[src/rtl/mips32_pkg.sv]
// Shared definitions for the pipe_MIPS32 program loader: FSM state encoding,
// framing byte defaults and memory geometry.
package mips32_pkg;

  // Unified memory size in 32-bit words.
  localparam int MEM_WORDS = 1024;

  // Default framing bytes.
  localparam logic [7:0] SYNC_BYTE_DEF = 8'hA5;
  localparam logic [7:0] GO_BYTE_DEF   = 8'h5A;

  // Halt opcode of the core; a loaded program is expected to end with it.
  localparam logic [5:0] OP_HLT = 6'h3F;

  // Loader FSM states, in frame order.
  typedef enum logic [2:0] {
    ST_IDLE,
    ST_ADDR_H,
    ST_ADDR_L,
    ST_CNT_H,
    ST_CNT_L,
    ST_DATA,
    ST_CSUM
  } loader_state_t;

endpackage

[src/rtl/mips32_word_packer.sv]
// Packs accepted data bytes (MSB first) into 32-bit words and emits a
// one-cycle word_valid pulse in the cycle after the fourth byte.
module mips32_word_packer (
  input  logic        clk1,
  input  logic        rst_n,
  input  logic        clear,
  input  logic        byte_valid,
  input  logic [7:0]  byte_in,
  output logic        last_byte,
  output logic        word_valid,
  output logic [31:0] word
);

  logic [1:0]  idx_reg;
  logic [23:0] shift_reg;
  logic        valid_reg;
  logic [31:0] word_reg;

  // The byte being presented now completes a word.
  assign last_byte  = (idx_reg == 2'd3);
  assign word_valid = valid_reg;
  assign word       = word_reg;

  // Byte index, shift register and registered word-complete pulse.
  always_ff @(posedge clk1) begin
    if (!rst_n) begin
      idx_reg   <= 2'd0;
      shift_reg <= 24'd0;
      valid_reg <= 1'b0;
      word_reg  <= 32'd0;
    end else begin
      valid_reg <= 1'b0;
      if (clear) begin
        // Drop any partial word; a stale index must never leak into a new frame.
        idx_reg <= 2'd0;
      end else if (byte_valid) begin
        idx_reg <= idx_reg + 2'd1;
        if (idx_reg == 2'd3) begin
          word_reg  <= {shift_reg, byte_in};
          valid_reg <= 1'b1;
        end else begin
          shift_reg <= {shift_reg[15:0], byte_in};
        end
      end
    end
  end

endmodule

[src/rtl/mips32_prog_loader.sv]
// Byte-stream program loader: parses SYNC/ADDR/CNT/DATA/CSUM frames, writes
// packed words into the core's unified memory and holds the core until GO.
module mips32_prog_loader
  import mips32_pkg::*;
#(
  parameter int         ADDR_W      = $clog2(MEM_WORDS),
  parameter logic [7:0] SYNC_BYTE   = SYNC_BYTE_DEF,
  parameter logic [7:0] GO_BYTE     = GO_BYTE_DEF,
  parameter int         TIMEOUT_CYC = 4096
) (
  input  logic              clk1,
  input  logic              rst_n,
  input  logic              s_valid,
  input  logic [7:0]        s_data,
  output logic              s_ready,
  output logic              mem_we,
  output logic [ADDR_W-1:0] mem_addr,
  output logic [31:0]       mem_wdata,
  output logic              cpu_hold,
  output logic              busy,
  output logic              err
);

  localparam int TO_W = $clog2(TIMEOUT_CYC + 1);

  loader_state_t     state_reg, state_next;
  logic              ready_reg;
  logic              hold_reg, hold_next;
  logic              err_reg, err_next;
  logic [7:0]        addr_h_reg, addr_h_next;
  logic [ADDR_W-1:0] addr_cnt_reg, addr_cnt_next;
  logic [ADDR_W-1:0] mem_addr_reg, mem_addr_next;
  logic [7:0]        cnt_h_reg, cnt_h_next;
  logic [15:0]       words_left_reg, words_left_next;
  logic [7:0]        csum_reg, csum_next;
  logic [TO_W-1:0]   to_cnt_reg;

  logic              accept;
  logic              timeout;
  logic              data_byte;
  logic              last_byte;
  logic              packer_clear;
  logic [15:0]       base_full;
  logic [15:0]       cnt_full;

  assign accept    = s_valid && ready_reg;
  assign timeout   = (state_reg != ST_IDLE) && !accept &&
                     (to_cnt_reg == TO_W'(TIMEOUT_CYC - 1));
  assign data_byte = accept && (state_reg == ST_DATA);
  // Packer restarts in IDLE and on abort, so no partial word survives.
  assign packer_clear = timeout || (state_reg == ST_IDLE);
  assign base_full = {addr_h_reg, s_data};
  assign cnt_full  = {cnt_h_reg, s_data};

  assign s_ready  = ready_reg;
  assign mem_addr = mem_addr_reg;
  assign cpu_hold = hold_reg;
  assign err      = err_reg;
  assign busy     = (state_reg != ST_IDLE);

  mips32_word_packer u_packer (
    .clk1       (clk1),
    .rst_n      (rst_n),
    .clear      (packer_clear),
    .byte_valid (data_byte),
    .byte_in    (s_data),
    .last_byte  (last_byte),
    .word_valid (mem_we),
    .word       (mem_wdata)
  );

  // Next-state and frame-field decode; timeout overrides any byte handling.
  always_comb begin
    state_next      = state_reg;
    hold_next       = hold_reg;
    err_next        = err_reg;
    addr_h_next     = addr_h_reg;
    addr_cnt_next   = addr_cnt_reg;
    mem_addr_next   = mem_addr_reg;
    cnt_h_next      = cnt_h_reg;
    words_left_next = words_left_reg;
    csum_next       = csum_reg;

    case (state_reg)
      ST_IDLE: begin
        if (accept) begin
          if (s_data == SYNC_BYTE) begin
            state_next = ST_ADDR_H;
            hold_next  = 1'b1;
            err_next   = 1'b0;
            csum_next  = 8'd0;
          end else if (s_data == GO_BYTE) begin
            if (!err_reg) hold_next = 1'b0;
          end
        end
      end
      ST_ADDR_H: begin
        if (accept) begin
          addr_h_next = s_data;
          state_next  = ST_ADDR_L;
        end
      end
      ST_ADDR_L: begin
        if (accept) begin
          addr_cnt_next = base_full[ADDR_W-1:0];
          state_next    = ST_CNT_H;
        end
      end
      ST_CNT_H: begin
        if (accept) begin
          cnt_h_next = s_data;
          state_next = ST_CNT_L;
        end
      end
      ST_CNT_L: begin
        if (accept) begin
          words_left_next = cnt_full;
          state_next      = (cnt_full == 16'd0) ? ST_CSUM : ST_DATA;
        end
      end
      ST_DATA: begin
        if (accept) begin
          csum_next = csum_reg ^ s_data;
          if (last_byte) begin
            // Address wraps naturally at the top of memory.
            mem_addr_next   = addr_cnt_reg;
            addr_cnt_next   = addr_cnt_reg + ADDR_W'(1);
            words_left_next = words_left_reg - 16'd1;
            if (words_left_reg == 16'd1) state_next = ST_CSUM;
          end
        end
      end
      ST_CSUM: begin
        if (accept) begin
          if (s_data != csum_reg) err_next = 1'b1;
          state_next = ST_IDLE;
        end
      end
      default: state_next = ST_IDLE;
    endcase

    if (timeout) begin
      err_next   = 1'b1;
      state_next = ST_IDLE;
    end
  end

  // State, control flags and frame registers.
  always_ff @(posedge clk1) begin
    if (!rst_n) begin
      state_reg      <= ST_IDLE;
      ready_reg      <= 1'b0;
      hold_reg       <= 1'b1;
      err_reg        <= 1'b0;
      addr_h_reg     <= 8'd0;
      addr_cnt_reg   <= '0;
      mem_addr_reg   <= '0;
      cnt_h_reg      <= 8'd0;
      words_left_reg <= 16'd0;
      csum_reg       <= 8'd0;
    end else begin
      state_reg      <= state_next;
      ready_reg      <= 1'b1;
      hold_reg       <= hold_next;
      err_reg        <= err_next;
      addr_h_reg     <= addr_h_next;
      addr_cnt_reg   <= addr_cnt_next;
      mem_addr_reg   <= mem_addr_next;
      cnt_h_reg      <= cnt_h_next;
      words_left_reg <= words_left_next;
      csum_reg       <= csum_next;
    end
  end

  // Idle-gap counter: restarts on every accepted byte and whenever IDLE is entered.
  always_ff @(posedge clk1) begin
    if (!rst_n) begin
      to_cnt_reg <= '0;
    end else if (accept || state_next == ST_IDLE) begin
      to_cnt_reg <= '0;
    end else begin
      to_cnt_reg <= to_cnt_reg + TO_W'(1);
    end
  end

endmodule

[config.mk]
export PLATFORM = sky130hd
export DESIGN_NAME = mips32_prog_loader
export DESIGN_NICKNAME = d
export VERILOG_FILES = /design/src/rtl/mips32_pkg.sv /design/src/rtl/mips32_word_packer.sv /design/src/rtl/mips32_prog_loader.sv
export SDC_FILE = /design/constraint.sdc
export NUM_CORES = 1
export LEC_CHECK = 0
export CORE_ASPECT_RATIO = 0.5
export CORE_MARGIN = 2
export CORE_UTILIZATION = 57
export CTS_CLUSTER_SIZE = 30
export DETAILED_ROUTE_END_ITERATION = 7
export PLACE_DENSITY_LB_ADDON = 0.2
export SETUP_SLACK_MARGIN = 0.2
export SKIP_CTS_REPAIR_TIMING = 1
export SLEW_MARGIN = 20
export SYNTH_ARGS = -nofsm -noshare
export SYNTH_HDL_FRONTEND = slang
export SYNTH_SLANG_ARGS = --single-unit
[constraint.sdc]
create_clock -name clk1 -period 2.26 [get_ports clk1]
set_input_delay 0.339 -clock clk1 [delete_from_list [all_inputs] [get_ports clk1]]
set_output_delay 0.339 -clock clk1 [all_outputs]
set_load 0.01 [all_outputs]
==> results of run 1 <==
-- through the flow --
stage / hold WS, ns / utilization (%)
6_report: 0.453 / 73.2
5_1_grt: 0.478 / 73.2
4_1_cts: 0.455 / 72.9
3_5_place_dp: 0.446 / 66.7
3_3_place_gp: 0.443 / 66.7
2_1_floorplan: 0.367 / -
-- cell usage in the layout, fill, tap and decap left out, drive strengths merged, types with 4 or more instances in the layout --
cell / count
a31oi: 7
or4: 4
and2: 5
inv: 17
dfxtp: 132
o21bai: 6
mux2i: 12
nor2: 31
o211ai: 4
o22ai: 9
buf: 40
or3: 9
a311oi: 4
nand2b: 5
clkdlybuf4s50: 57
o21ai: 20
nor4: 7
nand2: 171
a21oi: 93
nand3: 28
ha: 5
clkbuf: 18
xnor2: 17
nand4: 12
nor3b: 4
o31a: 4
nor3: 39
-- cells in the mapped netlist (4+ instances only) --
cell      number  area [um2]
o21ai_0       19        95.1
nand2b_1       5        31.3
a311oi_1       4        35.0
buf_2         15        75.1
nor2_1        30         113
a31oi_1        7        43.8
mux2i_1       12         120
o21bai_1       6        45.0
nand3_1       27         135
nand4_1       12        75.1
xnor2_1       17         149
inv_1          8        30.0
o31a_1         4        35.0
nor3b_1        4        30.0
o22ai_1        9        56.3
clkbuf_1      35         131
dfxtp_1      132        2640
or3_1          9        56.3
nand2_1      171         642
nor3_1        36         180
ha_1           5        62.6
nor4_1         7        43.8
and2_1         5        31.3
a21oi_1       93         465
-- path summary, 6_finish.rpt --
check	from	to	slack (ns)	cells past startpoint
max	state_reg[1]	busy	0.16	3
min	u_packer.word[17]	u_packer.word[17]	0.45	2
max reg2reg	u_packer.idx_reg[0]	addr_cnt_reg[5]	0.36	5
min reg2reg	u_packer.word[17]	u_packer.word[17]	0.45	2
-- worst register-to-register path, stage by stage, from the launching register on --
cell	delay [ns]
dfxtp_1	0.35
ha_1	0.34
and4b_1	0.28
o21a_1	0.31
a21oi_1	0.11
a2111oi_0	0.37
-- kinds of logic (layout without fill, tap and decap cells) --
group	after synthesis	after routing	share of synthesized area (%)
AOI/OAI and AO/OA	169	169	17.3
xor gates and xnor gates	20	20	3.01
adders and majority gates	5	5	1.08
buffers and inverters	61	137	4.32
DFF	132	132	45.4
muxes	13	13	2.26
and+or+nand+nor	329	329	26.6
-- power groups by stage --
| stage | Clock [mW] | Sequential (mW) | Combinational (mW) |
|---|---|---|---|
| final | 2.95 | 2.33 | 0.157 |
| after global routing | 3.08 | 2.33 | 0.164 |
| after CTS | 2.97 | 2.33 | 0.154 |
| after detailed placement | 0 | 2.38 | 0.152 |
| after global placement | 0 | 2.38 | 0.152 |
| after floorplan | 0 | 2.38 | 0.0780 |
-- area by class of cell --
type | instances | area [um2] | share of cell area [%]
multi-input cells | 536 | 2950 | 40.1
flip-flops and latches | 132 | 2640 | 36.0
repair buffers | 97 | 933 | 12.7
clock buffers | 18 | 439 | 5.97
clock inverters | 14 | 186 | 2.54
well taps | 140 | 175 | 2.38
inverters | 8 | 30.0 | 0.408
-- layer usage --
metal	up-vias	global-route usage (%)
met1	2658	37.9
met5	-	0
met4	0	11.4
met3	27	6.83
met2	230	46.8
li1	2684	-
==> impl_metrics.csv, run 1 <==
group,metric,value,unit
global_route,antenna_found_initial,0,
placement,gp_congestion,0.895,
timing,clock.fmax,0.475,GHz
drt,ant_nets,0,
placement,place_inst,913,
drt,viasPerCell,5.92,
global_route,grt_overflow,0,
die,die_area,11100,um2
timing,skew,0.00763,ns
die,coreArea,10100,um2
synthesis,netlist_area,5820,um2
clocking,cts_max_path_buffers,2,
timing,layout_setup_ws,0.157,ns
die,io_pins,58,
clocking,clkLatencyLatePin,0.42,ns
status,outcome,"finished clean",
synthesis,synth-edff-count,0,
power,p_per_area,739,nW/um2
power,p_int,4.18,mW
timing,setup_violations,0,
synthesis,syn_area_per_cell,7.98,um2
final_layout,fillCellCount,761,
drt,first_pass_iters,5,
power,p_sw,1.25,mW
worst_setup_path,critPathMaxStageDelay,0.49,ns
timing,finalMaxSlewViolations,0,
worst_setup_path,critical_path.top_delay_family,"buffers and inverters",
clocking,htreeDepth,4,
synthesis,syn-num-nets,745,
drt,highest_layer,"met4",
timing,fin_crit,2.10,ns
synthesis,yosysSeqAreaShare,45.4,%
power,comb_power_share,2.9,%
global_route,grt_max_degree,60,
global_route,grt_pass1_wl,24900,um
worst_setup_path,critPathMaxFanout,10,
job,max_cap_viol_count,0,
worst_setup_path,cp-start-kind,"flop",
timing,fin_crit_sh,93.1,%
die,fp-row-count,26,
clocking,cts_tree,"yes",
worst_setup_path,crit_chain,"nor3_4, inv_1, clkdlybuf4s50_1",
worst_setup_path,endpoint_kind,"output port",
drt,vias,5599,
placement,place_area,6710,um2
worst_setup_path,crit_type,"reg -> out",
power,peakVddDrop,0.000557,V
placement,dp_slack,0.121,ns
final_layout,nets,808,
drt,totalWireLength,15900,um
drt,m1WireLength,7010,um
drt,drc,0,
worst_setup_path,worst-path-buf-inv,2,
worst_hold_path,hp-class,"reg -> reg",
timing,hold_viol_final,0,
synthesis,synthArstFlopShare,0,%
drt,wl_met3,1230,um
timing,relSlewSlack,59.1,%
worst_setup_path,cp.required,1.92,ns
die,die_w,147,um
final_layout,final_layout_size_suffix_gt1_share,11.1,%
placement,hpwl,10000,um
clocking,clock_sinks,132,
global_route,grt_pass1_vias,4857,
timing,worstMarginPinSlew,0.607,ns
timing,rsz0062_at_grt,"yes",
worst_setup_path,cp_data_arrival_time,1.76,ns
global_route,grt_use_total,28.7,%
synthesis,ys_warn_count,0,
clocking,clockRootBuffer,"clkbuf_16",
synthesis,ys.flop_type,"dfxtp_1",
die,die_h,75.4,um
worst_setup_path,cpMaxStageDelayCell,"clkdlybuf4s50_1",
power,finalPower,5.43,mW
timing,finalSetupTns,0,ns
final_layout,finalNonFillerCells,945,
power,pwr-share-seq,42.8,%
power,switching_share,23.0,%
die,start_util,57.9,%
synthesis,synth_cell_types,62,
synthesis,syn_inst,729,
power,clockPowerShare,54.3,%
placement,portBuffers,57,
drt,wl_per_cell,16.8,um
final_layout,area_delta_synth_final,26.4,%
drt,met2_length,7360,um
final_layout,antenna_cells,0,
final_layout,largest_register_ffs,32,
clocking,cts_buffers,17,
clocking,cts.reportedPaths.clkPinSlew,0.06,ns
synthesis,ys_ff_latch,132,
drt,drt_iter0_drc,419,
power,p_leak,2.48,nW
final_layout,final_cell_area,7350,um2
Note: power is estimated with default switching activity, not from simulation.
==> run 2: changes to the inputs <==
ABC_AREA = 1   (was unset)
==> impl_metrics.csv, run 2 <==
group,metric,value,unit
clocking,cts_max_path_buffers,2,
die,start_util,57.9,%
global_route,grt_max_degree,71,
drt,wl_per_cell,14.6,um
synthesis,yosysTopAreaCell,"dfxtp_1",
timing,hold_viol_final,0,
placement,gp_congestion,0.908,
worst_setup_path,cp-startpoint,"state_reg[0]",
clocking,cts.reportedPaths.clkPinSlew,0.06,ns
final_layout,final_cell_area,7070,um2
placement,hpwl,9610,um
clocking,clock_sinks,132,
synthesis,synth_cell_types,42,
global_route,grt_pass1_wl,22700,um
worst_setup_path,reg2reg_depth,7,
global_route,grt_pass1_vias,4551,
timing,skew,0.00649,ns
die,die_h,75.4,um
power,finalPower,5.21,mW
timing,relSlewSlack,63.2,%
final_layout,finalNonFillerCells,969,
timing,hold_ws,0.165,ns
synthesis,synth.most_common_cell,"nor2_1",
synthesis,muxShareOfSynthArea,0,%
synthesis,synthAdderAreaFrac,1.08,%
placement,dp_slack,0.0970,ns
timing,fin_crit_sh,87.0,%
timing,clock.fmax,0.509,GHz
placement,place_area,6490,um2
global_route,grt_use_total,26.1,%
timing,worstMarginPinSlew,0.552,ns
final_layout,mostFrequentLayoutCells,"nor2_1 (137), dfxtp_1 (132), o21ai_0 (107)",
worst_setup_path,cp-start-kind,"flop",
worst_hold_path,hp-class,"in -> reg",
drt,totalWireLength,14200,um
synthesis,synth.area.top_cells,"dfxtp_1 (45%), o21ai_0 (9.2%), nor2_1 (8.8%)",
power,p_per_area,736,nW/um2
die,die_w,147,um
worst_setup_path,crit_type,"reg -> out",
die,fp-row-count,26,
synthesis,ys_ff_latch,132,
timing,finalSetupTns,0,ns
timing,layout_setup_ws,0.295,ns
synthesis,synth_top_cell_area_share,45.4,%
synthesis,synthArstFlopShare,0,%
final_layout,nets,833,
synthesis,yosys-top-cells-count,"nor2_1 (137), dfxtp_1 (132), o21ai_0 (107)",
power,p_leak,3.03,nW
drt,drc,0,
final_layout,final_common_cell,"nor2_1",
worst_hold_path,min_path_cells,1,
synthesis,synth-edff-count,0,
synthesis,ys.flop_type,"dfxtp_1",
synthesis,syn_area_per_cell,7.69,um2
synthesis,syn_inst,757,
clocking,clockRootBuffer,"clkbuf_16",
placement,place_inst,938,
timing,rsz0062_at_grt,"no",
drt,first_pass_iters,5,
drt,ant_nets,0,
final_layout,fin_util,70.4,%
global_route,antenna_found_initial,0,
synthesis,synth_compound_area_share,18.4,%
placement,portBuffers,57,
drt,viasPerCell,5.46,
clocking,htreeDepth,4,
timing,finalMaxSlewViolations,0,
worst_setup_path,endpoint_kind,"output port",
final_layout,antenna_cells,0,
timing,fin_crit,1.97,ns
worst_setup_path,r2r_start,"state_reg[0]",
synthesis,yosys.area_share.simple,23.6,%
global_route,grt_overflow,0,
synthesis,yosysSeqAreaShare,45.4,%
clocking,cts_tree,"yes",
die,coreArea,10100,um2
worst_hold_path,hp-start,"rst_n",
drt,vias,5287,
final_layout,area_delta_synth_final,21.6,%
synthesis,synth_top_family_by_area,"simple AND/OR/NAND/NOR gates",
worst_setup_path,cp.required,1.92,ns
clocking,cts_buffers,17,
clocking,clkLatencyLatePin,0.41,ns
worst_setup_path,cp_data_arrival_time,1.63,ns
die,die_area,11100,um2
job,max_cap_viol_count,0,
power,peakVddDrop,0.000563,V
synthesis,netlist_area,5820,um2
final_layout,final_layout_size_suffix_gt1_share,11.8,%
timing,setup_violations,0,
synthesis,syn-num-nets,773,
synthesis,synth-xor-area-share,4.06,%
status,outcome,"finished clean",
final_layout,largest_register_ffs,32,
worst_setup_path,critPathMaxFanout,6,
drt,drt_iter0_drc,404,
die,io_pins,58,
synthesis,ys_warn_count,0,
-- run 2: area by class of cell --
class                      count  area [um2]
sequential                   132        2640
fill                         818        2980
timing repair buffer          77         716
multi-input combinational    534        2740
inverter                      55         216
clock inverter                14         155
clock buffer                  17         425
tap                          140         175
-- run 2: cell families (layout without fill, tap and decap cells) --
kind of cell	count (synthesis)	in the layout
adder cells (fa/ha/maj)	5	5
AND/OR/NAND/NOR	301	301
XOR/XNOR	27	27
flip-flops	132	132
buffers and inverters	91	163
AO/OA/AOI/OAI	201	201
-- run 2: worst paths after layout --
check / end / slack (ns)
min reg2reg: to_cnt_reg[0] / 0.45
max: busy / 0.29
min: s_ready / 0.16
max reg2reg: mem_addr[6] / 0.38
-- run 2: layer usage --
layer / wire [um] / share of wire (%) / vias to the layer above / GRT usage (%)
met1: 6560 / 46 / 2441 / 35.7
met4: 211 / 1.5 / 0 / 10.4
met3: 1100 / 7.7 / 22 / 6.47
met2: 6310 / 44 / 210 / 40.6
li1: - / - / 2614 / -
met5: 0 / 0 / - / 0
-- run 2: worst max-delay path: stages, from the launching register on --
cell	delay [ns]
dfxtp_1	0.47
nor2_2	0.09
nand2_1	0.11
clkdlybuf4s50_1	0.55
-- run 2: power breakdown --
group          internal, mW  leakage, nW  switching, mW
Clock                  1.63        0.285           1.06
Combinational        0.0580         1.68          0.117
Sequential             2.33         1.06        0.00701
Total                  4.02         3.03           1.18
==> run 3: changes to the inputs <==
CORE_MARGIN = unset   (was 2)
CORE_UTILIZATION = 31   (was 57)
==> impl_metrics.csv, run 3 (same netlist as run 2, synthesis figures left out) <==
group,metric,value,unit
global_route,grt_pass1_wl,25700,um
timing,relSlewSlack,66.1,%
timing,worstMarginPinSlew,0.507,ns
worst_setup_path,crit_type,"reg -> out",
timing,skew,0.0114,ns
drt,ant_nets,0,
worst_setup_path,critPathMaxFanout,6,
timing,fin_crit,1.97,ns
power,p_leak,3.05,nW
worst_hold_path,hp-class,"in -> reg",
die,die_area,19400,um2
clocking,clock_sinks,132,
drt,viasPerCell,4.77,
worst_setup_path,cp.required,1.92,ns
timing,clock.fmax,0.508,GHz
placement,gp_congestion,0.932,
worst_setup_path,crit_chain,"nor2_2, nand2_1, clkdlybuf4s50_1",
timing,finalMaxSlewViolations,0,
die,die_h,98.9,um
clocking,clockRootBuffer,"clkbuf_16",
clocking,clkLatencyLatePin,0.42,ns
final_layout,mostFrequentLayoutCells,"nor2_1 (137), dfxtp_1 (132), o21ai_0 (107)",
global_route,grt_pass1_vias,5025,
clocking,cts_buffers,17,
timing,hold_ws,0.306,ns
die,io_pins,58,
final_layout,final_layout_size_suffix_gt1_share,12.2,%
power,p_per_area,730,nW/um2
die,fp-row-count,34,
worst_setup_path,critical_path_cell_count,3,
drt,first_pass_iters,5,
worst_setup_path,critPathMaxStageDelay,0.55,ns
drt,drc,0,
power,peakVddDrop,0.000540,V
drt,drt_iter0_drc,252,
power,finalPower,5.30,mW
placement,portBuffers,57,
placement,place_inst,1036,
final_layout,antenna_cells,0,
clocking,cts_tree,"yes",
worst_setup_path,cpMaxStageDelayCell,"clkdlybuf4s50_1",
worst_setup_path,regToRegSetupSlack,0.41,ns
drt,totalWireLength,15400,um
placement,hpwl,10800,um
timing,setup_violations,0,
global_route,grt_use_total,16.9,%
clocking,htreeDepth,4,
final_layout,fillCellCount,1849,
worst_setup_path,endpoint_kind,"output port",
worst_setup_path,worst-path-buf-inv,1,
worst_setup_path,critical_path.top_delay_family,"buffers and inverters",
clocking,cts_max_path_buffers,2,
timing,finalSetupTns,0,ns
die,coreArea,17900,um2
status,outcome,"finished clean",
timing,hold_viol_final,0,
global_route,antenna_found_initial,0,
worst_hold_path,min_path_cells,2,
timing,fin_crit_sh,87.1,%
global_route,grt_overflow,0,
final_layout,area_delta_synth_final,24.9,%
job,max_cap_viol_count,0,
final_layout,finalNonFillerCells,1067,
die,start_util,32.6,%
timing,rsz0062_at_grt,"no",
drt,wl_per_cell,14.4,um
final_layout,fin_util,40.7,%
die,die_w,196,um
worst_setup_path,reg2reg_depth,11,
worst_setup_path,cp-start-kind,"flop",
final_layout,final_common_cell,"nor2_1",
final_layout,largest_register_ffs,32,
final_layout,nets,837,
global_route,grt_max_degree,74,
drt,vias,5086,
clocking,cts.reportedPaths.clkPinSlew,0.06,ns
worst_setup_path,cp_data_arrival_time,1.63,ns
run 3: layer usage:
layer	global-route usage [%]	part of all wire, %
met5	0	0
met2	26.1	43
met3	4.31	4.1
met1	23.1	52
met4	5.53	0.91
run 3: cell type report:
| cell class | count | area [um2] | share of cell area [%] |
|---|---|---|---|
| Clock inverter | 13 | 149 | 2.05 |
| Inverter | 55 | 216 | 2.98 |
| Tap cell | 234 | 293 | 4.03 |
| Clock buffer | 18 | 439 | 6.04 |
| Timing Repair Buffer | 81 | 787 | 10.8 |
| Multi-Input combinational cell | 534 | 2740 | 37.7 |
| Sequential cell | 132 | 2640 | 36.4 |
run 3: where the power goes:
part,leakage (nW),switching [mW],internal [mW]
clock,0.285,1.11,1.67
combinational,1.71,0.124,0.0655
sequential,1.06,0.00692,2.33
total,3.05,1.24,4.07
run 3: stage by stage:
step / setup slack [ns] / area, um2
after detailed placement: 0.166 / 6670
after global routing: 0.218 / 7270
after global placement: 0.171 / 6670
final: 0.292 / 7270
after floorplan: 0.632 / 5820
after CTS: 0.270 / 7260
run 3: path summary, 6_finish.rpt:
path	start	to
worst min-delay path	rst_n	s_ready
worst max register to register	u_packer.idx_reg[0]	to_cnt_reg[0]
worst max-delay path	state_reg[0]	busy
worst min register to register	to_cnt_reg[0]	to_cnt_reg[0]
run 3: worst reg2reg max path: stages (launching register included):
cell     delay [ns]
dfxtp_1        0.35
ha_1           0.30
nand3_1        0.11
nor2_1         0.21
nand3_1        0.11
a21oi_1        0.13
nand2_1        0.09
nand2_1        0.09
nand3_2        0.07
nand2_2        0.08
buf_12         0.15
nor2_1         0.05
